$ cat config.mk
export PLATFORM = sky130hd
export DESIGN_NAME = channel_buffer
export DESIGN_NICKNAME = d
export VERILOG_FILES = /design/src/rtl/channel_buffer_pkg.sv /design/src/rtl/channel_buffer_sync_fifo.sv /design/src/rtl/channel_buffer.sv
export SDC_FILE = /design/constraint.sdc
export NUM_CORES = 1
export LEC_CHECK = 0
export CORE_MARGIN = 8
export CORE_UTILIZATION = 30
export DETAILED_ROUTE_END_ITERATION = 12
export SETUP_SLACK_MARGIN = 0.4
export SYNTH_ARGS = -nofsm -noshare
export SYNTH_HDL_FRONTEND = slang
export SYNTH_HIERARCHICAL = 1
export SYNTH_SLANG_ARGS = --single-unit
$ cat constraint.sdc
create_clock -name clk -period 2.7 [get_ports clk]
set_clock_uncertainty 0.05 [all_clocks]
set_input_delay 0.27 -clock clk [delete_from_list [all_inputs] [get_ports clk]]
set_output_delay 0.27 -clock clk [all_outputs]
set_load 0.01 [all_outputs]
$ cat src/rtl/channel_buffer_pkg.sv
// Flit field split and handshake FSM encoding shared by the source, channel_buffer, router and sink.
// A flit is {payload, destination}, with the destination in the low bits.
`ifndef CHANNEL_BUFFER_PKG_SV
`define CHANNEL_BUFFER_PKG_SV

`define FLIT_DEST(flit) ((flit)[channel_buffer_pkg::DESTINATION_BITS-1:0])
`define FLIT_PAYLOAD(flit, size) ((flit)[(size)-1:channel_buffer_pkg::DESTINATION_BITS])

package channel_buffer_pkg;

    localparam int DESTINATION_BITS = 4;

    typedef enum logic {
        ST_IDLE = 1'b0,
        ST_WAIT = 1'b1
    } state_t;

    function automatic int flit_payload_bits(input int size);
        return size - DESTINATION_BITS;
    endfunction

endpackage

`endif

$ cat src/rtl/channel_buffer_sync_fifo.sv
// Single-clock FIFO with a registered occupancy count and a combinational read port.
// Push is ignored when full and pop is ignored when empty.
module channel_buffer_sync_fifo #(
    parameter int SIZE  = 8,
    parameter int DEPTH = 4
) (
    input  logic                     clk,
    input  logic                     reset,
    input  logic                     push,
    input  logic                     pop,
    input  logic [SIZE-1:0]          wdata,
    output logic [SIZE-1:0]          rdata,
    output logic [$clog2(DEPTH):0]   count,
    output logic                     full,
    output logic                     empty
);
    localparam int ADDR_BITS = $clog2(DEPTH);
    localparam logic [ADDR_BITS:0] FULL_COUNT = (ADDR_BITS+1)'(DEPTH);

    logic [SIZE-1:0]      r_mem [DEPTH];
    logic [ADDR_BITS-1:0] r_wr_ptr;
    logic [ADDR_BITS-1:0] r_rd_ptr;
    logic [ADDR_BITS:0]   r_count;
    logic                 w_do_push;
    logic                 w_do_pop;

    assign full      = (r_count == FULL_COUNT);
    assign empty     = (r_count == '0);
    assign count     = r_count;
    assign rdata     = r_mem[r_rd_ptr];
    assign w_do_push = push & ~full;
    assign w_do_pop  = pop & ~empty;

    // DEPTH is a power of two, so the pointers wrap by plain overflow.
    always_ff @(posedge clk or posedge reset) begin
        if (reset) begin
            r_wr_ptr <= '0;
            r_rd_ptr <= '0;
            r_count  <= '0;
        end else begin
            if (w_do_push) r_wr_ptr <= r_wr_ptr + ADDR_BITS'(1);
            if (w_do_pop)  r_rd_ptr <= r_rd_ptr + ADDR_BITS'(1);
            case ({w_do_push, w_do_pop})
                2'b10:   r_count <= r_count + (ADDR_BITS+1)'(1);
                2'b01:   r_count <= r_count - (ADDR_BITS+1)'(1);
                default: r_count <= r_count;
            endcase
        end
    end

    always_ff @(posedge clk) begin
        if (w_do_push) r_mem[r_wr_ptr] <= wdata;
    end

endmodule

$ cat src/rtl/channel_buffer.sv
// Two-phase (toggle) req/ack buffer: flits accepted upstream are queued in a FIFO and
// re-issued in order downstream, one in flight at a time.
module channel_buffer
    import channel_buffer_pkg::*;
#(
    parameter int ID    = 0,
    parameter int SIZE  = 8,
    parameter int DEPTH = 4
) (
    input  logic                   clk,
    input  logic                   reset,
    input  logic                   req_in,
    input  logic [SIZE-1:0]        data_in,
    output logic                   ack_in,
    output logic                   req_out,
    output logic [SIZE-1:0]        data_out,
    input  logic                   ack_out,
    output logic [$clog2(DEPTH):0] count,
    output logic                   full,
    output state_t                 o_dbg_state,
    output logic [31:0]            o_dbg_id
);
    logic            r_req_seen;
    logic            r_ack_in;
    logic            r_req_out;
    logic            r_ack_out_old;
    logic [SIZE-1:0] r_data_out;
    state_t          r_state;
    state_t          w_state_next;
    logic            w_pending;
    logic            w_push;
    logic            w_pop;
    logic            w_ack_received;
    logic            w_full;
    logic            w_empty;
    logic [SIZE-1:0] w_rdata;

    channel_buffer_sync_fifo #(
        .SIZE  (SIZE),
        .DEPTH (DEPTH)
    ) u_fifo (
        .clk   (clk),
        .reset (reset),
        .push  (w_push),
        .pop   (w_pop),
        .wdata (data_in),
        .rdata (w_rdata),
        .count (count),
        .full  (w_full),
        .empty (w_empty)
    );

    // A pending flit while full simply stays unacknowledged until space frees.
    assign w_pending      = req_in ^ r_req_seen;
    assign w_push         = w_pending & ~w_full;
    assign w_ack_received = ack_out ^ r_ack_out_old;

    assign ack_in      = r_ack_in;
    assign req_out     = r_req_out;
    assign data_out    = r_data_out;
    assign full        = w_full;
    assign o_dbg_state = r_state;
    assign o_dbg_id    = 32'(ID);

    always_comb begin
        w_state_next = r_state;
        w_pop        = 1'b0;
        case (r_state)
            ST_IDLE: begin
                if (!w_empty) begin
                    w_state_next = ST_WAIT;
                    w_pop        = 1'b1;
                end
            end
            ST_WAIT: begin
                if (w_ack_received) w_state_next = ST_IDLE;
            end
            default: w_state_next = ST_IDLE;
        endcase
    end

    always_ff @(posedge clk or posedge reset) begin
        if (reset) r_state <= ST_IDLE;
        else       r_state <= w_state_next;
    end

    // ack_out_old tracks ack_out in every state so an ack toggle seen while idle is absorbed.
    always_ff @(posedge clk or posedge reset) begin
        if (reset) begin
            r_req_seen    <= 1'b0;
            r_ack_in      <= 1'b0;
            r_req_out     <= 1'b0;
            r_ack_out_old <= 1'b0;
            r_data_out    <= '0;
        end else begin
            r_ack_out_old <= ack_out;
            if (w_push) begin
                r_req_seen <= req_in;
                r_ack_in   <= ~r_ack_in;
            end
            if (w_pop) begin
                r_data_out <= w_rdata;
                r_req_out  <= ~r_req_out;
            end
        end
    end

endmodule

## Yosys cells after proc, flatten, opt, wreduce, memory -nomap -nowiden

Memories as Yosys holds them, arrays and structs flattened. A register that Yosys moved wholly into a read port is not among the register bits.
Index checks and enable logic that the tools add are counted.

- Bits in registers: 12
- Latch bits: 0
- RAM bits: 32
- ROM bits: 0
- Input bits: 12
- Output and inout port bits: 47
- Logic and storage cells: 35
- Memories kept: 1

Memory list:

| name | words | width | rd ports | clocked after Yosys merged registers in | wr ports | line | source |
|---|---|---|---|---|---|---|---|
| u_fifo.r_mem | 4 | 8 | 1 | 1 | 1 | channel_buffer_sync_fifo.sv:20 | `logic [SIZE-1:0] r_mem [DEPTH];` |

- $add $sub $neg: 4
- $mul: 0
- Div/mod/pow operators: 0
- $lt $le $gt $ge: 0
- Equal/unequal tests: 3
- Shifts and indexed selects: 0
- Muxes and demuxes: 7
- Bitwise logic cells: 10
- Reductions and logical operators: 2

Operators by type and width:

| cell | number |
|---|---|
| $pmux 3 s2 | 1 |
| $mux 1 | 5 |
| $not 1->1 | 5 |
| $add 2x1->2 const B | 2 |
| $add 3x1->3 const B | 1 |
| $and 1x1->1 | 3 |
| $eq 3x3->1 const B | 1 |
| $logic_not 3->1 | 1 |
| $sub 3x1->3 const B | 1 |
| $eq 2x1->1 const B | 1 |
| $eq 2x2->1 const B | 1 |
| $pmux 1 s2 | 1 |
| $reduce_bool 2->1 | 1 |
| $xor 1x1->1 | 2 |

## Logic depth before layout (Yosys ltp)

- Depth after elaboration: 6
- Gate-level depth with buffers: 10
- Depth with buffers taken out: 10

## Hierarchy

The synthesis kept the hierarchy.

Modules (own cells, without submodules):

| module | times used | cells an instance | area an instance (um^2) |
|---|---|---|---|
| channel_buffer_sync_fifo | 1 | 80 | 1596.5 |
| channel_buffer | 1 | 64 | 768.2 |

## Least setup slack after synthesis

OpenSTA, ideal clock, no wires.

- Path type: flip-flop to flip-flop
- Start point: register u_fifo.r_count[0], in the netlist u_fifo/count[0]
- End point: register u_fifo.r_count[2], in the netlist u_fifo/count[2]
- Arrival: 2.103 ns
- Required time: 2.571 ns
- Setup slack: 0.468 ns
- Cell stages (with the launch flop): 11
- Buffers on the path: 0
- Period minus slack after synthesis: 2.232 ns
- Cells stage by stage: dfrtp_1 -> nor3b_4 -> nor2_2 -> nor2b_4 -> inv_1 -> ha_1 -> inv_1 -> fa_1 -> xor2_1 -> nor2_1 -> xor2_1

- Cells in the longest elaborated chain, start to end: 6

Ends and longest elaborated chain:

| what | line | source |
|---|---|---|
| start: declaration | channel_buffer_sync_fifo.sv:23 | `logic [ADDR_BITS:0] r_count;` |
| start signal: assignment | channel_buffer_sync_fifo.sv:44 | `2'b10: r_count <= r_count + (ADDR_BITS+1)'(1);` |
| start signal: assignment | channel_buffer_sync_fifo.sv:45 | `2'b01: r_count <= r_count - (ADDR_BITS+1)'(1);` |
| start signal: assignment | channel_buffer_sync_fifo.sv:46 | `default: r_count <= r_count;` |
| $eq 3x3->1 * | channel_buffer_sync_fifo.sv:27 | `assign full = (r_count == FULL_COUNT);` |
| named net full | channel_buffer.sv:19 | `output logic full,` |
| $not 1->1 * | channel_buffer.sv:55 | `assign w_push = w_pending & ~w_full;` |
| $and 1x1->1 * | channel_buffer.sv:55 |  |
| named net w_push | channel_buffer.sv:31 | `logic w_push;` |
| $and 1x1->1 * | channel_buffer_sync_fifo.sv:31 | `assign w_do_push = push & ~full;` |
| $eq 2x1->1 / $eq 2x2->1 (equally long branches) | channel_buffer_sync_fifo.sv:43 | `case ({w_do_push, w_do_pop})` |
| $pmux 3 s2 / $reduce_bool 2->1 (equally long branches) | - |  |

Mark *: on every way through the listed nets, which the timed path passes. The rest lies on a longest branch.
A chain may end at the register's enable or synchronous reset.

## Final worst setup path

- Start point: register u_fifo.r_count[0], in the netlist u_fifo/count[0]
- End point: register u_fifo.r_count[2], in the netlist u_fifo/count[2]

- Cells in the longest elaborated chain, start to end: 6

Ends and longest elaborated chain:

| what | line |
|---|---|
| $eq 3x3->1 * | channel_buffer_sync_fifo.sv:27 |
| $not 1->1 * | channel_buffer.sv:55 |
| $and 1x1->1 * | channel_buffer.sv:55 |
| named net w_push | channel_buffer.sv:31 |
| $and 1x1->1 * | channel_buffer_sync_fifo.sv:31 |
| $eq 2x1->1 / $eq 2x2->1 (equally long branches) | channel_buffer_sync_fifo.sv:43 |
| $pmux 3 s2 / $reduce_bool 2->1 (equally long branches) | - |

Marks and branches as above.

==> reports/qor.yml <==
leakage_uw: 0.00111
drt-initial-drc-count: 44
maxSlewHeadroom_pct: 60.2
dieArea_sq_um: 11000
routed_wl_um: 3780
core_sq_um: 7690
hold_viol: 0
worstSetupPathType: "reg2reg"
cts_hold_buf: 0
ys_ff_latch: 52
power_density_nw_per_um2: 1140
insertion_delay_ns: 0.29
setup_violations: 0
post_synth_num_cell_types: 25
cp-end-kind: "flip-flop"
start_kind: "flip-flop"
timing.critical_path.required_ns: 2.87
rsz0062_at_grt: "no"
num_rows: 32
cts_tree: "done"
p_comb_share_pct: 39.3
syn2layout_area_growth_pct: 17.5
gp_congestion: 0.620
netlist_instances: 144
wire_per_inst_um: 13.4
ir_drop_mv: 0.329
crit_fanout: 7
period_needed_ns: 2.14
fin_tns_setup_ns: 0
grt_first_pass_wirelength_um: 6200
fill_cells: 744
internal_power_uw: 2220
synth_seq_area_share_pct: 61.8
netSwitchingPower_uw: 958
tightestPinTransition_ns: 0.597
busiest_layer: "met2"
swShare_pct: 30.2
grt_pass1_vias: 1151
post_dp_cell_area_sq_um: 2620
drv_slew: 0
start_util_pct: 30.8
dr.pass1.iters: 4
dpl.hpwl_um: 2850
antenna_found_initial: 0
ctsResizeCount: 0
cts_sinks: 52
grt_use_met1_pct: 7.00
vias: 1063
clkPwrFrac_pct: 18.4
ys_warn_count: 6
post-route-period-util_pct: 79.3
pwr-share-seq_pct: 42.3
overflow: 0
status: "finished clean"
clk_path_buf_depth: 2
viasPerCell: 3.78
worst_ep_arrival_time_ns: 2.31
htreeDepth: 2
post_cts_buffers: 0
io_buffer_count: 26
root_buffer: "clkbuf_8"
num_antenna_cells: 0
min_path_type: "in2async"
grt_max_degree: 18
final_nets: 196
ios: 59
syn_area_sq_um: 2360
drive_above_1_share_pct: 22.9
gr-usage-all-layers_pct: 7.21
timing.fmax_mhz: 467
clkTransAtPathRegs_ns: 0.09
drv_cap: 0
grt_use_met3_pct: 3.93
synth.avg_cell_area_sq_um: 16.4
antenna_left: 0
drc: 0
fp.dieW_um: 105
die_h_um: 105
met2_usage_pct: 12.0
final_cell_mix: "32 x conb_1, 32 x edfxtp_1, 26 x clkdlybuf4s50_1, 20 x dfrtp_1"
stdcell_area_sq_um: 2780
cts_made_buffers: 5
-- power groups by stage --
stage	Sequential [uW]	Clock, uW	Combinational (uW)
floorplan	1310	0	901
global placement	1370	0	1230
detailed placement	1370	0	1240
CTS	1360	608	1240
global route	1390	633	1360
finish	1340	584	1250
-- final timing paths --
path / to / startpoint / slack (ns) / depth (start not counted)
min in group clk: req_out / req_out / 0.42 / 1
worst max-delay path: u_fifo/count[2] / u_fifo/count[0] / 0.56 / 10
max in group asynchronous: data_out[3] / reset / 1.99 / 2
worst max register to register: u_fifo/count[2] / u_fifo/count[0] / 0.56 / 10
worst min register to register: req_out / req_out / 0.42 / 1
worst min-delay path: u_fifo/r_wr_ptr[1] / reset / 0.19 / 2
-- sequential cells by signal (all words and copies together), names as in the netlist --
signal,cells
data_out,8
ack_in,1
o_dbg_state,1
u_fifo/r_rd_ptr,2
u_fifo/count,3
req_out,1
r_req_seen,1
u_fifo/r_mem,32
u_fifo/r_wr_ptr,2
r_ack_out_old,1
-- per-stage QoR --
stage	setup slack (ns)	total power, uW	utilization [%]	cells	hold slack (ns)
2_1_floorplan	0.468	2210	-	175	0.0234
3_3_place_gp	0.391	2590	34.0	269	0.407
3_5_place_dp	0.346	2610	34.0	269	0.412
4_1_cts	0.400	3200	35.8	277	0.178
5_1_grt	0.423	3380	36.1	281	0.238
6_report	0.558	3180	36.1	281	0.192
-- metal layers --
| layer | wire, um | share of wire, % | up-vias |
|---|---|---|---|
| li1 | - | - | 500 |
| met1 | 1450 | 38 | 520 |
| met2 | 1920 | 51 | 39 |
| met3 | 346 | 9.2 | 4 |
| met4 | 62 | 1.6 | 0 |
| met5 | 0 | 0 | - |
-- final cells by class --
cell class	instances	area, sq um	share of cell area, %
repair buffers	31	298	10.7
inverters	8	30.0	1.08
clock buffers	6	93.8	3.38
multi-input cells	80	729	26.2
well taps	102	128	4.59
flip-flops and latches	52	1460	52.6
clock inverters	2	38.8	1.40
-- worst max-delay path, stage by stage, from the launching register on --
cell,delay (ns)
dfrtp_1,0.47
nor3b_4,0.26
nor2_2,0.08
nor2b_4,0.15
inv_1,0.05
ha_1,0.18
inv_1,0.06
fa_1,0.37
xor2_1,0.15
nor2_1,0.11
xor2_1,0.14
-- Yosys cell counts --
cell	n	area, sq um
a21o_2	1	8.76
and2_2	4	30.0
conb_1	1	3.75
buf_2	1	5.00
mux2i_1	1	10.0
nor3_1	1	5.00
buf_6	1	11.3
xor2_1	5	43.8
nor2_2	2	12.5
nor2_1	1	3.75
dfrtp_1	20	500
mux4_2	8	180
clkbuf_1	1	3.75
inv_1	8	30.0
o31a_2	1	10.0
xnor2_1	5	43.8
nand2_1	1	3.75
edfxtp_1	32	961
nor3b_4	1	18.8
buf_4	32	240
mux2_4	8	120
ha_1	5	62.6
nor2b_4	1	13.8
mux2_2	2	22.5
fa_1	1	20.0
-- cell families (layout without fill, tap and decap cells) --
family,Yosys count,count (layout),synth area share [%]
XOR/XNOR,10,10,3.70
AND/OR/NAND/NOR,11,11,3.70
flip-flops,52,52,61.8
other,1,32,0.159
AO/OA/AOI/OAI,2,2,0.794
multiplexers,19,19,14.1
adder cells (fa/ha/maj),6,6,3.49
buffers and inverters,43,47,12.3
Power figures use the tool's default switching activity.
